**src/rtl/reset_sequencer.sv**
```systemverilog
// Reset release sequencer: holds all per-subsystem resets for a minimum time, waits
// for clock lock, then releases stages one at a time with a fixed gap between them.
module reset_sequencer #(
   parameter int unsigned NUM_STAGES  = 4,
   parameter int unsigned MIN_ASSERT  = 8,
   parameter int unsigned STAGE_DELAY = 16
) (
   input  logic                  clk,
   input  logic                  rst_n,
   input  logic                  sw_rst_req,
   input  logic                  pll_locked,
   output logic [NUM_STAGES-1:0] stage_rst_n,
   output logic                  busy,
   output logic                  done,
   output logic [7:0]            restart_cnt
);

   localparam int unsigned MAX_CNT = (MIN_ASSERT > STAGE_DELAY) ? MIN_ASSERT : STAGE_DELAY;
   localparam int unsigned CW      = $clog2(MAX_CNT + 1);

   typedef enum logic [1:0] {
      HOLD,
      WAIT_LOCK,
      RELEASE,
      DONE
   } state_e;

   state_e                state_q, state_d;
   logic [CW-1:0]         cnt_q, cnt_d;
   logic [NUM_STAGES-1:0] stage_d;
   logic                  busy_d;
   logic                  done_d;
   logic [7:0]            restart_cnt_d;

   // State, counter and registered outputs
   always_ff @(posedge clk) begin
      if (!rst_n) begin
         state_q     <= HOLD;
         cnt_q       <= '0;
         stage_rst_n <= '0;
         busy        <= 1'b1;
         done        <= 1'b0;
         restart_cnt <= '0;
      end else begin
         state_q     <= state_d;
         cnt_q       <= cnt_d;
         stage_rst_n <= stage_d;
         busy        <= busy_d;
         done        <= done_d;
         restart_cnt <= restart_cnt_d;
      end
   end

   // Next-state and next-output logic; restart causes override the normal sequence
   always_comb begin
      state_d       = state_q;
      cnt_d         = cnt_q;
      stage_d       = stage_rst_n;
      done_d        = 1'b0;
      restart_cnt_d = restart_cnt;

      case (state_q)
         HOLD: begin
            if (cnt_q == CW'(MIN_ASSERT - 1)) begin
               state_d = WAIT_LOCK;
               cnt_d   = '0;
            end else begin
               cnt_d = cnt_q + CW'(1);
            end
         end
         WAIT_LOCK: begin
            if (pll_locked) begin
               stage_d = NUM_STAGES'(1);
               cnt_d   = '0;
               if (NUM_STAGES == 1) begin
                  state_d = DONE;
                  done_d  = 1'b1;
               end else begin
                  state_d = RELEASE;
               end
            end
         end
         RELEASE: begin
            if (cnt_q == CW'(STAGE_DELAY - 1)) begin
               // Shift in one more released bit, keeping the thermometer pattern
               stage_d = NUM_STAGES'({stage_rst_n, 1'b1});
               cnt_d   = '0;
               if (stage_d[NUM_STAGES-1]) begin
                  state_d = DONE;
                  done_d  = 1'b1;
               end
            end else begin
               cnt_d = cnt_q + CW'(1);
            end
         end
         DONE: begin
         end
         default: begin
            state_d = HOLD;
            cnt_d   = '0;
            stage_d = '0;
         end
      endcase

      if (sw_rst_req) begin
         state_d = HOLD;
         cnt_d   = '0;
         stage_d = '0;
         done_d  = 1'b0;
      end else if (!pll_locked && (state_q == RELEASE || state_q == DONE)) begin
         state_d = HOLD;
         cnt_d   = '0;
         stage_d = '0;
         done_d  = 1'b0;
         if (restart_cnt != 8'hFF) begin
            restart_cnt_d = restart_cnt + 8'd1;
         end
      end

      busy_d = ~&stage_d;
   end

endmodule

```
**config.mk**
```make
export PLATFORM = sky130hd
export DESIGN_NAME = reset_sequencer
export DESIGN_NICKNAME = d
export VERILOG_FILES = /design/src/rtl/reset_sequencer.sv
export SDC_FILE = /design/constraint.sdc
export NUM_CORES = 1
export LEC_CHECK = 0
export CORE_MARGIN = 2
export CORE_UTILIZATION = 48
export DETAILED_ROUTE_END_ITERATION = 16
export PLACE_DENSITY = 0.82
export SLEW_MARGIN = 20
export SYNTH_ARGS = -nofsm -noshare
export SYNTH_HDL_FRONTEND = slang
export SYNTH_SLANG_ARGS = --single-unit
```
**constraint.sdc**
```tcl
create_clock -name clk -period 1.95 [get_ports clk]
set_input_delay 0.39 -clock clk [delete_from_list [all_inputs] [get_ports clk]]
set_output_delay 0.39 -clock clk [all_outputs]
set_load 0.02 [all_outputs]
```
## Yosys cells after proc, flatten, opt, wreduce, memory -nomap -nowiden

Index checks and enable logic that the tools add are counted.

| storage, ports and cells | value |
|---|---|
| register bits | 21 |
| input port bits | 4 |
| output and inout port bits | 14 |
| word-level logic and storage cells | 49 |

| operators by class | value |
|---|---|
| $add $sub $neg | 2 |
| equal/unequal tests | 10 |
| muxes and demuxes | 15 |
| bitwise gates (word level) | 4 |
| reductions and logical operators | 12 |

Operators with widths:

| kind | count |
|---|---|
| two-way mux 4 bit | 4 |
| two-way mux 5 bit | 3 |
| one-hot mux 5 bit (3 select lines) | 1 |
| adder 8 x 1 -> 8 bit, second input constant | 1 |
| two-way mux 2 bit | 4 |
| != test 2 bit, second input constant | 4 |
| != test 8 bit, second input constant | 1 |
| one-hot mux 4 bit (2 select lines) | 1 |
| one-hot mux 2 bit (3 select lines) | 1 |
| adder 5 x 1 -> 5 bit, second input constant | 1 |
| equality test 5 x 3 -> 1 bit, second input constant | 1 |
| equality test 5 x 4 -> 1 bit, second input constant | 1 |
| AND reduction 5 bit | 1 |
| OR reduction 5 bit | 1 |
| equality test 2 bit, second input constant | 2 |
| inverter 1 bit | 4 |
| AND reduction 4 bit | 1 |
| AND reduction 3 bit | 1 |
| nonzero test 3 bit | 1 |
| OR reduction 3 bit | 1 |
| equality test 2 x 1 -> 1 bit, second input constant | 1 |
| zero test 1 bit | 2 |
| zero test 2 bit | 1 |
| AND reduction 2 bit | 1 |
| other kinds (3) | 3 |

## Logic depth before layout (Yosys ltp)

Gate-level depths: netlist of the first run.

| logic depth | value |
|---|---|
| word-level depth | 7 |
| mapped depth | 7 |

## Worst setup path after synthesis of the first run

Ideal clock, no wire load.

| path | value |
|---|---|
| kind | register -> register |
| start point | register cnt_q[0] |
| end point | register busy |
| setup time | 0.135 ns |
| arrival | 1.923 ns |
| required time | 1.815 ns |
| slack | -0.107 ns |
| cell stages (with the launch flop) | 8 |
| buffers on the path | 0 |
| clock period less this slack | 2.057 ns |
| path through | dfxtp_1 -> ha_1 -> and3_1 -> ha_1 -> nand2b_1 -> a31oi_1 -> o21ai_2 -> or4_4 |

| between the ends | value |
|---|---|
| longest elaborated chain between the ends | 7 |

Ends and longest elaborated chain:

| what | line | text |
|---|---|---|
| start: declaration | 29 | `logic [CW-1:0] cnt_q, cnt_d;` |
| start signal: assignment | 46 | `cnt_q <= cnt_d;` |
| equality test 5 x 4 -> 1 bit | 84 | `if (cnt_q == CW'(STAGE_DELAY - 1)) begin` |
| two-way mux 4 bit | 84 |  |
| one-hot mux 4 bit (2 select lines) | 62 | `case (state_q)` |
| two-way mux 4 bit | 110 | `end else if (!pll_locked && (state_q == RELEASE \|\| state_q == DONE)) begin` |
| two-way mux 4 bit | 105 | `if (sw_rst_req) begin` |
| AND reduction 4 bit | 120 | `busy_d = ~&stage_d;` |
| zero test 1 bit | 120 |  |
| end signal: assignment | 48 | `busy <= busy_d;` |
| end: declaration | 13 | `output logic busy,` |

Every way passes these cells.
A chain may end at the register's enable or synchronous reset.

## Final worst setup path of the first run

Ends and elaborated chain as after synthesis.

==> metrics.yaml, run 1 <==
status: "complete, no violations"
p_sw_share_pct: 23.6
synth_top_area_share_pct: 34.4
ir_worst_vdd_mv: 0.389
pwr-share-seq_pct: 62.5
via_per_inst: 5.88
critPathArrivalTime_ps: 2130
antenna_left: 0
crit-reg2reg-launch: "cnt_q[0]"
power.density_cell_area_nw_per_um2: 428
gp_congestion: 0.841
synth_warnings: 0
grt_antenna_before_repair: 0
hp-start: "restart_cnt[5]"
clock_sink_count: 21
timing.reg2reg.setup_slack_ps: 30
grt_usage_pct: 22.9
drt-initial-drc-count: 16
totalPowerFinal_uw: 692
critPathCaptureType: "flop"
clockRootBuffer: "sky130_fd_sc_hd__clkbuf_4"
timing_hold_violations_final: 0
power_switching_uw: 163
first_global_vias: 1155
die_height_um: 54.4
core_area_um2: 2450
ys.flop_type: "sky130_fd_sc_hd__dfxtp_1"
drive_gt1_share_pct: 22.6
timing.critical_path.fanout_max: 5
edff_count_synth: 0
timing.hold.worst_endpoint: "restart_cnt[5]"
slew-limit-headroom_pct: 73.0
grt_max_degree: 13
seq_area_frac_synth_pct: 34.4
ys_seq_elements: 21
syn_area_um2: 1220
worst_setup_path_start_kind: "flop"
async_flop_share_pct: 0
num_antenna_cells: 0
setup-violations-final: 0
synth.area.top_cells: "sky130_fd_sc_hd__dfxtp_1, sky130_fd_sc_hd__ha_1, sky130_fd_sc_hd__mux2i_1"
maxClockFrequency_ghz: 0.522
crit-reg2reg-capture: "busy"
core.rowCount: 18
syn-mean-instance-area_um2: 9.05
skew_ps: 5.98
dp_hpwl_um: 2250
area_growth_pct: 32.5
ctsLongestPathBuffers: 2
vias: 1165
period_needed_ps: 1920
syn-num-nets: 150
die_w_um: 54.4
cts_buffers: 3
die_area_um2: 2960
hold_path.class: "reg2reg"
clk_transition_reported_paths_ps: 120
timing.reg2reg.worst_path_depth: 7
synthesis.instances: 135
drv.max_cap_violation_count: 0
critical_path_class: "reg2reg"
unrepaired_setup_endpoints_after_global_routing: "no"
fin_nets: 184
cts_htree_levels: 1
cts_hold_buf: 0
port-buffer-count: 17
drc_violations_left: 0
yosysUniqueCellTypes: 43
cts_tree: "built"
boundaryPins: 18
timing_worst_slew_pin_value_ps: 405
grt_pass1_wl_um: 4820
power.internal_uw: 529
route.detailed.wl_per_inst_um: 14.6
grt_overflow: 0
hold_path_cell_cnt: 1
total_leakage_power_nw: 0.612
routed_wirelength_um: 2900
hold_ws_ps: 502
p_clk_share_pct: 31.6
period_share_pct: 98.3
clock_latency_ps: 320
drt_pass1_iterations: 4
start_util_pct: 49.7
number_of_max_slew_violations_in_the_final_report: 0
yosys.area.top_type: "sky130_fd_sc_hd__dfxtp_1"
cp_data_required_time_ps: 2160
combinationalPowerShare_pct: 5.8
[final cells by class]
cell class	count	area, um2
clock buffers	3	22.5
clock inverters	1	5.00
fillers	197	837
inverters	10	37.5
multi-input cells	100	801
flip-flops and latches	21	424
well taps	30	37.5
repair buffers	33	290
[worst max-delay path, stage by stage (launching register included)]
cell and delay [ps]:
sky130_fd_sc_hd__dfxtp_2 340, sky130_fd_sc_hd__ha_2 180, sky130_fd_sc_hd__and3_4 200, sky130_fd_sc_hd__ha_4 180, sky130_fd_sc_hd__nand2b_4 150, sky130_fd_sc_hd__a31oi_4 180, sky130_fd_sc_hd__o21ai_2 80, sky130_fd_sc_hd__or4_4 490
[cell families after synthesis]
group                      Yosys count  synth area share, %
AOI/OAI and AO/OA                   29                 18.8
xor gates and xnor gates             2                 1.43
adders and majority gates           11                 11.3
buffers and inverters               14                 5.02
DFF                                 21                 34.4
muxes                                5                 4.10
and+or+nand+nor                     53                 25.0
[Yosys cell counts (3+ instances only)]
master	number
sky130_fd_sc_hd__nand4_1	3
sky130_fd_sc_hd__o21ai_0	3
sky130_fd_sc_hd__nand2_1	8
sky130_fd_sc_hd__nand3_1	9
sky130_fd_sc_hd__and3_1	3
sky130_fd_sc_hd__inv_1	10
sky130_fd_sc_hd__mux2i_1	5
sky130_fd_sc_hd__nand2b_1	5
sky130_fd_sc_hd__dfxtp_1	21
sky130_fd_sc_hd__a21oi_1	6
sky130_fd_sc_hd__ha_1	11
sky130_fd_sc_hd__nor2_1	10
[registers in the layout (all words and copies together) (netlist names)]
signal / count
stage_rst_n: 4
cnt_q: 5
state_q: 2
done: 1
busy: 1
restart_cnt: 8
[how the worst max path moves through the flow]
stage / from / end / slack [ps] / cells past startpoint
after CTS: state_q[1] / busy / 20 / 6
final: cnt_q[0] / busy / 30 / 7
after detailed placement: pll_locked / busy / -80 / 5
after global placement: pll_locked / busy / -9 / 5
after floorplan: cnt_q[0] / busy / 40 / 7
after global routing: state_q[1] / busy / 2 / 6
[power groups by stage]
| stage | clock, mW | sequential [mW] | combinational, mW |
|---|---|---|---|
| floorplan | 0 | 0.442 | 0.0164 |
| CTS | 0.216 | 0.433 | 0.0398 |
| finish | 0.219 | 0.433 | 0.0403 |
| global placement | 0 | 0.442 | 0.0374 |
| global route | 0.236 | 0.433 | 0.0445 |
| detailed placement | 0 | 0.442 | 0.0390 |
[per-layer routing]
metal	up-vias	track usage, %	share of wire (%)
met5	-	0	0
met4	0	15.0	2.4
met3	9	3.55	3.3
met2	27	41.0	52
met1	572	24.6	42
li1	557	-	-
[per-stage QoR]
stage	setup TNS (ps)	instance area (um2)	cells	setup slack (ps)	utilization, %
2_1_floorplan	0	1250	135	39.2	-
3_3_place_gp	-9.02	1550	194	-9.02	63.3
3_5_place_dp	-79.1	1550	194	-79.1	63.3
4_1_cts	0	1600	198	15.5	65.1
5_1_grt	0	1620	198	1.84	65.9
6_report	0	1620	198	33.7	65.9
[repair_timing]
action	4_1_cts	5_1_grt
buffers inserted	0	0
resized for setup	5	4
endpoints found under the setup margin	3	5
[cells in the final DEF, fill, tap and decap left out, drive strengths merged, types with 3 or more instances in the layout]
| master | n |
|---|---|
| nor2 | 10 |
| buf | 16 |
| and3 | 4 |
| nand2 | 8 |
| nand2b | 5 |
| mux2i | 5 |
| a211oi | 3 |
| a21oi | 6 |
| inv | 10 |
| nand3 | 10 |
| dfxtp | 21 |
| nand4 | 3 |
| o21ai | 5 |
| clkbuf | 3 |
| clkdlybuf4s50 | 17 |
| ha | 11 |
Note: power is estimated with default switching activity, not from simulation.
==> run 2, diff against run 1 <==
--- a/config.mk
+++ b/config.mk
@@ -7,6 +7,7 @@
 export LEC_CHECK = 0
 export CORE_MARGIN = 2
 export CORE_UTILIZATION = 48
+export CTS_CLUSTER_SIZE = 28
 export DETAILED_ROUTE_END_ITERATION = 16
 export PLACE_DENSITY = 0.82
 export SLEW_MARGIN = 20
==> results of run 2 <==
No change in the layout: final DEF, timing and power equal those of run 1.
==> run 3, diff against run 2 <==
--- a/config.mk
+++ b/config.mk
@@ -5,11 +5,12 @@
 export SDC_FILE = /design/constraint.sdc
 export NUM_CORES = 1
 export LEC_CHECK = 0
+export ABC_AREA = 1
 export CORE_MARGIN = 2
 export CORE_UTILIZATION = 48
 export CTS_CLUSTER_SIZE = 28
 export DETAILED_ROUTE_END_ITERATION = 16
-export PLACE_DENSITY = 0.82
+export PLACE_DENSITY = 0.81
 export SLEW_MARGIN = 20
 export SYNTH_ARGS = -nofsm -noshare
 export SYNTH_HDL_FRONTEND = slang
==> metrics.yaml, run 3 <==
status: "complete, no violations"
timing.critical_path.fanout_max: 7
hold_path.class: "reg2reg"
clock_sink_count: 21
clock_latency_ps: 300
drive_gt1_share_pct: 8.70
vias: 1169
critPathArrivalTime_ps: 1440
core.rowCount: 18
ys.flop_type: "sky130_fd_sc_hd__dfxtp_1"
total_leakage_power_nw: 0.604
crit_path_top_delay_cell: "sky130_fd_sc_hd__clkdlybuf4s50_1"
synth_top_family_by_area: "simple AND/OR/NAND/NOR gates"
unrepaired_setup_endpoints_after_global_routing: "no"
final_critical_path_setup_slack_ps: 125
timing_hold_violations_final: 0
period_needed_ps: 1830
skew_ps: 2.68
slew-limit-headroom_pct: 83.3
cts_htree_levels: 1
synthesis.instances: 186
hold_ws_ps: 488
dp_hpwl_um: 1830
combinationalPowerShare_pct: 4.1
cts_tree: "built"
async_flop_share_pct: 0
pwr-share-seq_pct: 64.5
finish.instance_area_um2: 1510
pre_cts_ws_ps: 235
cp_data_required_time_ps: 1560
critical_path.top_delay_family: "buffers and inverters"
die_height_um: 55.4
synth_warnings: 0
grt_overflow: 0
seq_area_frac_synth_pct: 33.1
grt_pass1_wl_um: 4170
largest_register_ffs: 8
synth_compound_gate_area_share_pct: 9.75
drt-initial-drc-count: 30
p_clk_share_pct: 31.4
boundaryPins: 18
num_antenna_cells: 0
syn_area_um2: 1270
timing_worst_slew_pin_value_ps: 251
yosysMostFrequentCell: "sky130_fd_sc_hd__nand2_1"
edff_count_synth: 0
core_area_um2: 2500
clk_transition_reported_paths_ps: 110
totalPowerFinal_uw: 670
synth_simple_gate_area_share_pct: 35.1
cts_buffers: 3
gp_congestion: 0.856
critical_path_class: "reg2out"
post_synth_mux_area_share_pct: 0
ir_worst_vdd_mv: 0.294
setup-violations-final: 0
first_global_vias: 998
power.density_cell_area_nw_per_um2: 444
crit_path_cell_trace: "clkdlybuf4s50_1"
die_area_um2: 3070
area_growth_pct: 19.0
syn-num-nets: 201
synth_commonest_cells: "sky130_fd_sc_hd__nand2_1, sky130_fd_sc_hd__nor2_1, sky130_fd_sc_hd__inv_1"
layout.cells.most_common_list: "sky130_fd_sc_hd__nand2_1, sky130_fd_sc_hd__nor2_1, sky130_fd_sc_hd__inv_1, sky130_fd_sc_hd__dfxtp_1, sky130_fd_sc_hd__clkdlybuf4s50_1"
drv.max_cap_violation_count: 0
start_util_pct: 50.8
synthXorXnorAreaFrac_pct: 3.45
route.detailed.wl_per_inst_um: 10.1
yosys.area.top_type: "sky130_fd_sc_hd__dfxtp_1"
routed_wirelength_um: 2390
die_w_um: 55.4
fillCellCount: 241
clockRootBuffer: "sky130_fd_sc_hd__clkbuf_4"
post-cts-setup-buffers: 0
timing.setup.tns_ps: 0
grt_antenna_before_repair: 0
p_sw_share_pct: 22.1
power_switching_uw: 148
synth.area.top_cells: "sky130_fd_sc_hd__dfxtp_1, sky130_fd_sc_hd__nand2_1, sky130_fd_sc_hd__ha_1"
grt_max_degree: 12
synth-adder-area-share_pct: 10.8
port-buffer-count: 17
placement.cell_area_um2: 1480
yosysUniqueCellTypes: 19
ys_seq_elements: 21
layout_top_registers: "restart_cnt: 8 flops, cnt_q: 5 flops, stage_rst_n: 4 flops"
period_share_pct: 93.6
worst_setup_path_start_kind: "flop"
number_of_max_slew_violations_in_the_final_report: 0
ctsLongestPathBuffers: 2
critPathCaptureType: "primary output"
maxClockFrequency_ghz: 0.548
cts_hold_buf: 0
fin_nets: 223
synth_top_area_share_pct: 33.1
antenna_left: 0
critical-path-max-stage-delay_ps: 650
drc_violations_left: 0
drt_pass1_iterations: 4
most_common_library_cell_in_the_layout_ignoring_fill_and_taps: "sky130_fd_sc_hd__nand2_1"
syn-mean-instance-area_um2: 6.83
via_per_inst: 4.93
grt_usage_pct: 16.6
power.internal_uw: 523
critPathBufInv: 1
regMostFlops: "restart_cnt"
-- run 3: changes by cell type in the layout (fill, tap and decap cells not counted), moves of 3 or more --
| cell | previous run | this run |
|---|---|---|
| sky130_fd_sc_hd__mux2i_1 | 5 | 0 |
| sky130_fd_sc_hd__nor2_4 | 0 | 3 |
| sky130_fd_sc_hd__nor2_1 | 10 | 32 |
| sky130_fd_sc_hd__nand3_1 | 9 | 14 |
| sky130_fd_sc_hd__nand2b_1 | 4 | 0 |
| sky130_fd_sc_hd__a21oi_1 | 6 | 14 |
| sky130_fd_sc_hd__buf_4 | 16 | 1 |
| sky130_fd_sc_hd__dfxtp_1 | 18 | 21 |
| sky130_fd_sc_hd__o21ai_0 | 3 | 9 |
| sky130_fd_sc_hd__nand2_1 | 8 | 42 |
| sky130_fd_sc_hd__dfxtp_2 | 3 | 0 |
| sky130_fd_sc_hd__inv_1 | 10 | 23 |
| sky130_fd_sc_hd__xor2_1 | 0 | 4 |
-- run 3: worst paths after layout --
path,startpoint,to,slack (ps),cells after the start
worst min-delay path,cnt_q[1],cnt_q[1],490,2
worst min register to register,cnt_q[1],cnt_q[1],490,2
worst max-delay path,restart_cnt[2],restart_cnt[2],120,1
worst max register to register,state_q[0],cnt_q[1],250,9
-- run 3: stage by stage --
stage                     std cells  utilization, %
after floorplan                 186               -
after global placement          233            59.2
after detailed placement        233            59.2
after CTS                       237            60.3
after global routing            237            60.5
final                           237            60.5
-- run 3: cell families after synthesis --
logic type | count (synthesis)
AND/OR/NAND/NOR | 99
buffers and inverters | 26
AO/OA/AOI/OAI | 24
flip-flops | 21
adder cells (fa/ha/maj) | 11
XOR/XNOR | 5
-- run 3: layout make-up --
| type | count | area [um2] | area share [%] |
|---|---|---|---|
| multi-input combinational | 139 | 756 | 50.0 |
| sequential | 21 | 420 | 27.8 |
| timing repair buffer | 18 | 178 | 11.8 |
| inverter | 25 | 93.8 | 6.21 |
| tap | 30 | 37.5 | 2.48 |
| clock buffer | 4 | 26.3 | 1.74 |
-- run 3: power groups by stage --
stage | logic (mW) | clock network, mW | registers (mW)
2_1_floorplan | 0.0150 | 0 | 0.442
3_3_place_gp | 0.0272 | 0 | 0.442
3_5_place_dp | 0.0276 | 0 | 0.442
4_1_cts | 0.0277 | 0.221 | 0.433
5_1_grt | 0.0307 | 0.230 | 0.433
6_report | 0.0272 | 0.211 | 0.432
-- run 3: repair_timing --
item | 4_1_cts | 5_1_grt
gates resized for setup | 0 | 2
endpoints found under the setup margin | 0 | 1
endpoints found under the hold margin | 0 | 0
-- run 3: routing by layer --
layer	global-route usage (%)	wire length [um]	vias up
met4	8.36	50	0
met5	0	0	-
met2	24.8	1010	21
met1	23.4	1260	516
met3	2.11	77	5
li1	-	-	627
